File: config.mk
export PLATFORM = sky130hd
export DESIGN_NAME = multdiv_scheduler
export DESIGN_NICKNAME = d
export VERILOG_FILES = /design/src/rtl/multdiv_scheduler.sv
export SDC_FILE = /design/constraint.sdc
export NUM_CORES = 1
export LEC_CHECK = 0
export BUFFER_PORTS_ARGS = -buffer_cell sky130_fd_sc_hd__buf_2
export CAP_MARGIN = 10
export CORE_MARGIN = 8
export CORE_UTILIZATION = 40
export DETAILED_ROUTE_END_ITERATION = 10
export PLACE_DENSITY = 0.71
export SETUP_SLACK_MARGIN = 0.05
export SYNTH_ARGS = -nofsm -noshare
export SYNTH_HDL_FRONTEND = slang
export SYNTH_SLANG_ARGS = --single-unit
File: constraint.sdc
create_clock -name clock -period 2.1 [get_ports clock]
set_input_delay 0.42 -clock clock [delete_from_list [all_inputs] [get_ports clock]]
set_output_delay 0.42 -clock clock [all_outputs]
set_load 0.005 [all_outputs]
File: src/rtl/multdiv_scheduler.sv
// rtl/multdiv_scheduler.sv - issue/stall/writeback scheduler for an external multdiv unit
// Optional MULTDIV_TIMEOUT_EN forces an exception after TIMEOUT_CYCLES busy cycles.
module multdiv_scheduler #(
  parameter int TIMEOUT_CYCLES = 40
) (
  input  logic        clock,
  input  logic        reset,
  input  logic        control_mult_dx,
  input  logic        control_div_dx,
  input  logic        flush_dx,
  input  logic [31:0] data_operandA,
  input  logic [31:0] data_operandB,
  input  logic [4:0]  rd_dx,
  input  logic        md_resultRDY,
  input  logic        md_exception,
  input  logic [31:0] md_result,
  output logic        md_ctrl_MULT,
  output logic        md_ctrl_DIV,
  output logic [31:0] md_operandA,
  output logic [31:0] md_operandB,
  output logic        control_stall,
  output logic        wb_valid,
  output logic        wb_we,
  output logic [4:0]  wb_reg,
  output logic [31:0] wb_data
);

  typedef enum logic [1:0] {IDLE = 2'd0, ISSUE = 2'd1, BUSY = 2'd2, WB = 2'd3} state_t;

`ifdef MULTDIV_TIMEOUT_EN
  localparam logic TimeoutEn = 1'b1;
`else
  localparam logic TimeoutEn = 1'b0;
`endif
  localparam logic [5:0] TimeoutLast = 6'(TIMEOUT_CYCLES - 1);

  state_t     state;
  logic       opMult;
  logic [4:0] capRd;
  logic [5:0] busyCount;
  logic       start;
  logic       timeoutHit;
  logic       finishBusy;
  logic       wbExc;

  assign start      = (control_mult_dx | control_div_dx) & ~flush_dx;
  assign timeoutHit = TimeoutEn & (busyCount == TimeoutLast) & ~md_resultRDY;
  assign finishBusy = md_resultRDY | timeoutHit;
  // A timeout completion always reports an exception.
  assign wbExc      = md_resultRDY ? md_exception : 1'b1;

  // Gated by reset so the pipeline is released even while DX still requests an op.
  assign control_stall = reset &
                         (((state == IDLE) & start) |
                          (((state == ISSUE) | (state == BUSY)) & ~flush_dx));

  always_ff @(posedge clock or negedge reset) begin
    if (!reset) begin
      state        <= IDLE;
      opMult       <= 1'b0;
      capRd        <= 5'd0;
      busyCount    <= 6'd0;
      md_ctrl_MULT <= 1'b0;
      md_ctrl_DIV  <= 1'b0;
      md_operandA  <= 32'd0;
      md_operandB  <= 32'd0;
      wb_valid     <= 1'b0;
      wb_we        <= 1'b0;
      wb_reg       <= 5'd0;
      wb_data      <= 32'd0;
    end else begin
      md_ctrl_MULT <= 1'b0;
      md_ctrl_DIV  <= 1'b0;
      wb_valid     <= 1'b0;
      wb_we        <= 1'b0;
      wb_reg       <= 5'd0;
      wb_data      <= 32'd0;
      case (state)
        IDLE: begin
          if (start) begin
            opMult       <= control_mult_dx;
            capRd        <= rd_dx;
            md_operandA  <= data_operandA;
            md_operandB  <= data_operandB;
            md_ctrl_MULT <= control_mult_dx;
            md_ctrl_DIV  <= ~control_mult_dx;
            state        <= ISSUE;
          end
        end
        ISSUE: begin
          busyCount <= 6'd0;
          state     <= flush_dx ? IDLE : BUSY;
        end
        BUSY: begin
          if (busyCount != 6'd63) begin
            busyCount <= busyCount + 6'd1;
          end
          if (flush_dx) begin
            state <= IDLE;
          end else if (finishBusy) begin
            state    <= WB;
            wb_valid <= 1'b1;
            if (wbExc) begin
              wb_reg  <= 5'd30;
              wb_data <= opMult ? 32'd4 : 32'd5;
              wb_we   <= 1'b1;
            end else begin
              wb_reg  <= capRd;
              wb_data <= md_result;
              wb_we   <= (capRd != 5'd0);
            end
          end
        end
        WB: begin
          state <= IDLE;
        end
        default: state <= IDLE;
      endcase
    end
  end

endmodule

After elaboration in Yosys (flattened, before gate mapping)
Cells that the tools add are included.
{"block": "totals", "reg_bits": 113, "latchBits": 0, "ram_bits": 0, "mem_bits_ro": 0, "input_bits": 108, "output_inout_bits": 106, "word_cells": 55, "n_memories": 0}
{"block": "op_classes", "n_addsub": 0, "n_mul": 0, "div_mod_pow": 0, "magnitude_cmp": 0, "eq_ne": 5, "shift": 0, "mux": 26, "n_bitwise": 9, "n_reduce_logical": 4}
{"operator": "two-way mux 32 bit", "count": 4}
{"operator": "two-way mux 5 bit", "count": 4}
{"operator": "two-way mux 1 bit", "count": 13}
{"operator": "two-way mux 2 bit", "count": 4}
{"operator": "case mux 2 bit (4 select lines)", "count": 1}
{"operator": "nonzero test 5 bit", "count": 1}
{"operator": "bitwise AND 1 bit", "count": 4}
{"operator": "equality test 2 bit (second input constant)", "count": 2}
{"operator": "AND reduction 2 bit", "count": 2}
{"operator": "!= test 3 bit (second input constant)", "count": 1}
{"operator": "bitwise OR 1 bit", "count": 3}
{"operator": "equality test 2 x 1 -> 1 bit (second input constant)", "count": 1}
{"operator": "logical NOT 2 bit", "count": 1}
{"operator": "!= test 2 bit (second input constant)", "count": 1}
{"operator": "inverter 1 bit", "count": 2}

Logic depth before layout (Yosys ltp)
{"block": "depth", "ltp_word": 5, "mapped_depth": 6, "mapped_depth_nobuf": 5}

Worst setup path after synthesis
Ideal clock, no wire load.
{"block": "synth_path", "path_type": "register -> output", "startpoint": "reg state[0]", "endpoint": "out control_stall", "t_arrival_ns": 1.283, "t_required_ns": 1.680, "slack_ns": 0.397, "stages_incl_launch_ff": 7, "path_buffers": 2, "path_cell_list": "dfrtp_1 -> inv_1 -> ha_1 -> o211a_1 -> buf_6 -> buf_8 -> o21a_1"}
{"block": "synth_between", "elab_chain_len": 5, "elab_cells_between_ends": 8, "classes_between": "2 x eq/ne; 5 x bitwise; 1 x reduce/logical"}
{"item": "start, declared", "line_no": "37", "text": "state_t state;"}
{"item": "start signal, assigned", "line_no": "92", "text": "state <= flush_dx ? IDLE : BUSY;"}
{"item": "equality test 2 x 1 -> 1 bit or equality test 2 bit (tied branches)"}
{"item": "bitwise OR 1 bit", "line_no": "55", "text": "(((state == ISSUE) | (state == BUSY)) & ~flush_dx));"}
{"item": "bitwise AND 1 bit", "line_no": "55"}
{"item": "bitwise OR 1 bit (*)", "line_no": "54", "text": "(((state == IDLE) & start) |"}
{"item": "bitwise AND 1 bit (*)", "line_no": "53", "text": "assign control_stall = reset &"}
{"item": "end, declared", "line_no": "21", "text": "output logic control_stall,"}
Every way passes the cells marked *; elsewhere a longest branch is shown, timed or not.

Worst setup path in the final report
Ends and elaborated chain as after synthesis.

==> impl_metrics.yaml <==
outcome:
  status: "finished with violations"
  violations: "hold timing"
clocking:
  cts_tree: "yes"
  root_buffer: "clkbuf_8"
  clockBufferDepth: 2
  cts.sinks: 113
  cts.clk_slew.worst_paths_ns: 0.06
  cts_hold_buffers: 0
  htreeDepth: 4
  clkLatencyLatePin_ns: 0.50
  cts-buffers-inserted: 17
critical_path:
  crit_fanout: 2
  ff2ff_setup_slack_ns: 0.13
  rr_endpoint: "state[1]"
  cp-end-kind: "output port"
  path_class: "reg2out"
  worstPathArrival_ns: 1.61
  reg2reg_depth: 13
  r2r_start: "state[1]"
  cp-start-kind: "register"
  required_ns: 1.68
sta:
  slew_headroom: 0.607
  min_period_ns: 2.03
  tns_ns: 0
  hold_viol: 2
  fmax_mhz: 493
  finalSetupViolCount: 0
  min_period_over_period: 0.965
  skew_ns: 0.00765
  timing.hold.ws_ns: -0.00622
  tightest_slew_ns: 0.590
  slew_violations: 0
  rsz0062_at_grt: "true"
floorplan:
  ioPinCount: 214
  start_util: 0.410
  num_rows: 38
  core_um2: 10900
  dieArea_um2: 14800
  die_x_um: 122
  die_y_um: 122
placement:
  gp_congestion: 0.765
  dp_hpwl_mm: 8.03
  port_buffers: 213
drt:
  via_per_inst: 4.42
  ant_nets: 0
  dr_total_vias: 2901
  drt_iter0_markers: 108
  wl_per_cell_um: 16.9
  drc_errors: 0
  firstDrtPassIters: 4
  wirelength_mm: 11.1
final_layout:
  mostFrequentLayoutCells: "buf_2 (212), dfrtp_1 (113), mux2_4 (67), and2_1 (31), buf_4 (17)"
  fill_cells: 886
  register_area_um2: 2830
  fin_nets: 616
  multi_input_area_um2: 1500
  drive_above_1_share: 0.658
  diodes: 0
  largestRegisters: "md_operandA x32, md_operandB x32, wb_data x32"
  syn_to_final_growth_pct: 43.1
  mostFrequentLayoutCell: "buf_2"
job:
  drv_cap: 0
grt:
  overflow: 0
  grtUsageTotal: 0.148
  grt_first_pass_wirelength_mm: 17.1
  grt_pass1_vias: 3261
  antenna_found_initial: 0
  grt_max_degree: 114
power:
  totalPowerFinal_mw: 9.34
  p_leak_nw: 3.47
  ir_worst_vdd_mv: 0.719
  power_density_nw_per_um2: 1460
synth:
  syn-num-nets: 377
  syn_area_per_cell_um2: 16.9
  synthFlopType: "dfrtp_1"
  syn_area_um2: 4470
  synth-edff-count: 0
  synth_cell_types: 27
  synth-async-reset-ratio: 1.00
  seq_area_frac_synth: 0.633
  yosysWarnings: 0
  yosys_register_bits: 113
  synth_cells: 265
worst_hold_path:
  hp-class: "in2async"
kinds of logic after synthesis:
family                     count (synthesis)  share of synthesized area
DFF                                      113                      0.633
muxes                                     70                      0.232
and+or+nand+nor                           50                     0.0664
buffers and inverters                     17                     0.0403
AOI/OAI and AO/OA                         11                     0.0168
adders and majority gates                  4                     0.0112
what timing repair did:
item,CTS,global route
endpoints found under the setup margin,1,3
gates resized for setup,4,6
pin swaps,2,3
setup buffers,12,2
endpoints found under the hold margin,0,0
critical path, stage by stage, from the launching register on:
cell and delay, ns:
dfrtp_1 0.39, inv_2 0.09, ha_4 0.20, and2b_1 0.15
o21a_1 0.16, buf_2 0.12
where the power goes:
group	switching, mW	internal [mW]
Sequential	0.405	2.93
Combinational	1.09	1.94
Clock	0.950	2.01
Total	2.45	6.89
how the worst max path moves through the flow:
stage,cells past startpoint,start,endpoint
after detailed placement,5,state[0],md_operandB[14]
after global placement,5,state[0],md_operandA[11]
after floorplan,6,state[0],control_stall
after CTS,14,state[1],state[1]
final,5,state[0],control_stall
after global routing,5,state[1],control_stall
through the flow:
step / util / hold WS [ns] / instances / worst slack (ns) / instance area [µm²]
5_1_grt: 0.587 / 0.0568 / 657 / 0.0170 / 6390
6_report: 0.587 / -0.00622 / 657 / 0.0734 / 6390
3_5_place_dp: 0.518 / 0.446 / 612 / 0.263 / 5640
3_3_place_gp: 0.518 / 0.445 / 612 / 0.358 / 5640
4_1_cts: 0.584 / 0.0346 / 656 / 0.0632 / 6360
2_1_floorplan: - / 0.124 / 265 / 0.397 / 4470
cell usage after synthesis (2+ instances only):
cell      instances  area (µm²)
and2_1           31         194
mux2_2            2        22.5
ha_1              4        50.1
o21bai_1          2        15.0
buf_12            6         120
dfrtp_1         113        2830
nor2_1           12        45.0
mux2_4           67        1010
inv_1             4        15.0
a21oi_1           4        20.0
clkbuf_1          4        15.0
layer usage:
metal | vias up | track usage | wire length, µm
met3 | 15 | 0.0648 | 946
met2 | 119 | 0.241 | 5560
met1 | 1404 | 0.169 | 4420
li1 | 1363 | - | -
met4 | 0 | 0.0540 | 183
met5 | - | 0 | 0
final cells by class:
cell class / count / area share
Sequential cell: 113 / 0.442
Multi-Input combinational cell: 135 / 0.235
Timing Repair Buffer: 232 / 0.195
Clock buffer: 22 / 0.0724
Tap cell: 140 / 0.0274
Clock inverter: 10 / 0.0245
Inverter: 5 / 0.00294
No activity file was read; power rests on OpenSTA's default activity.
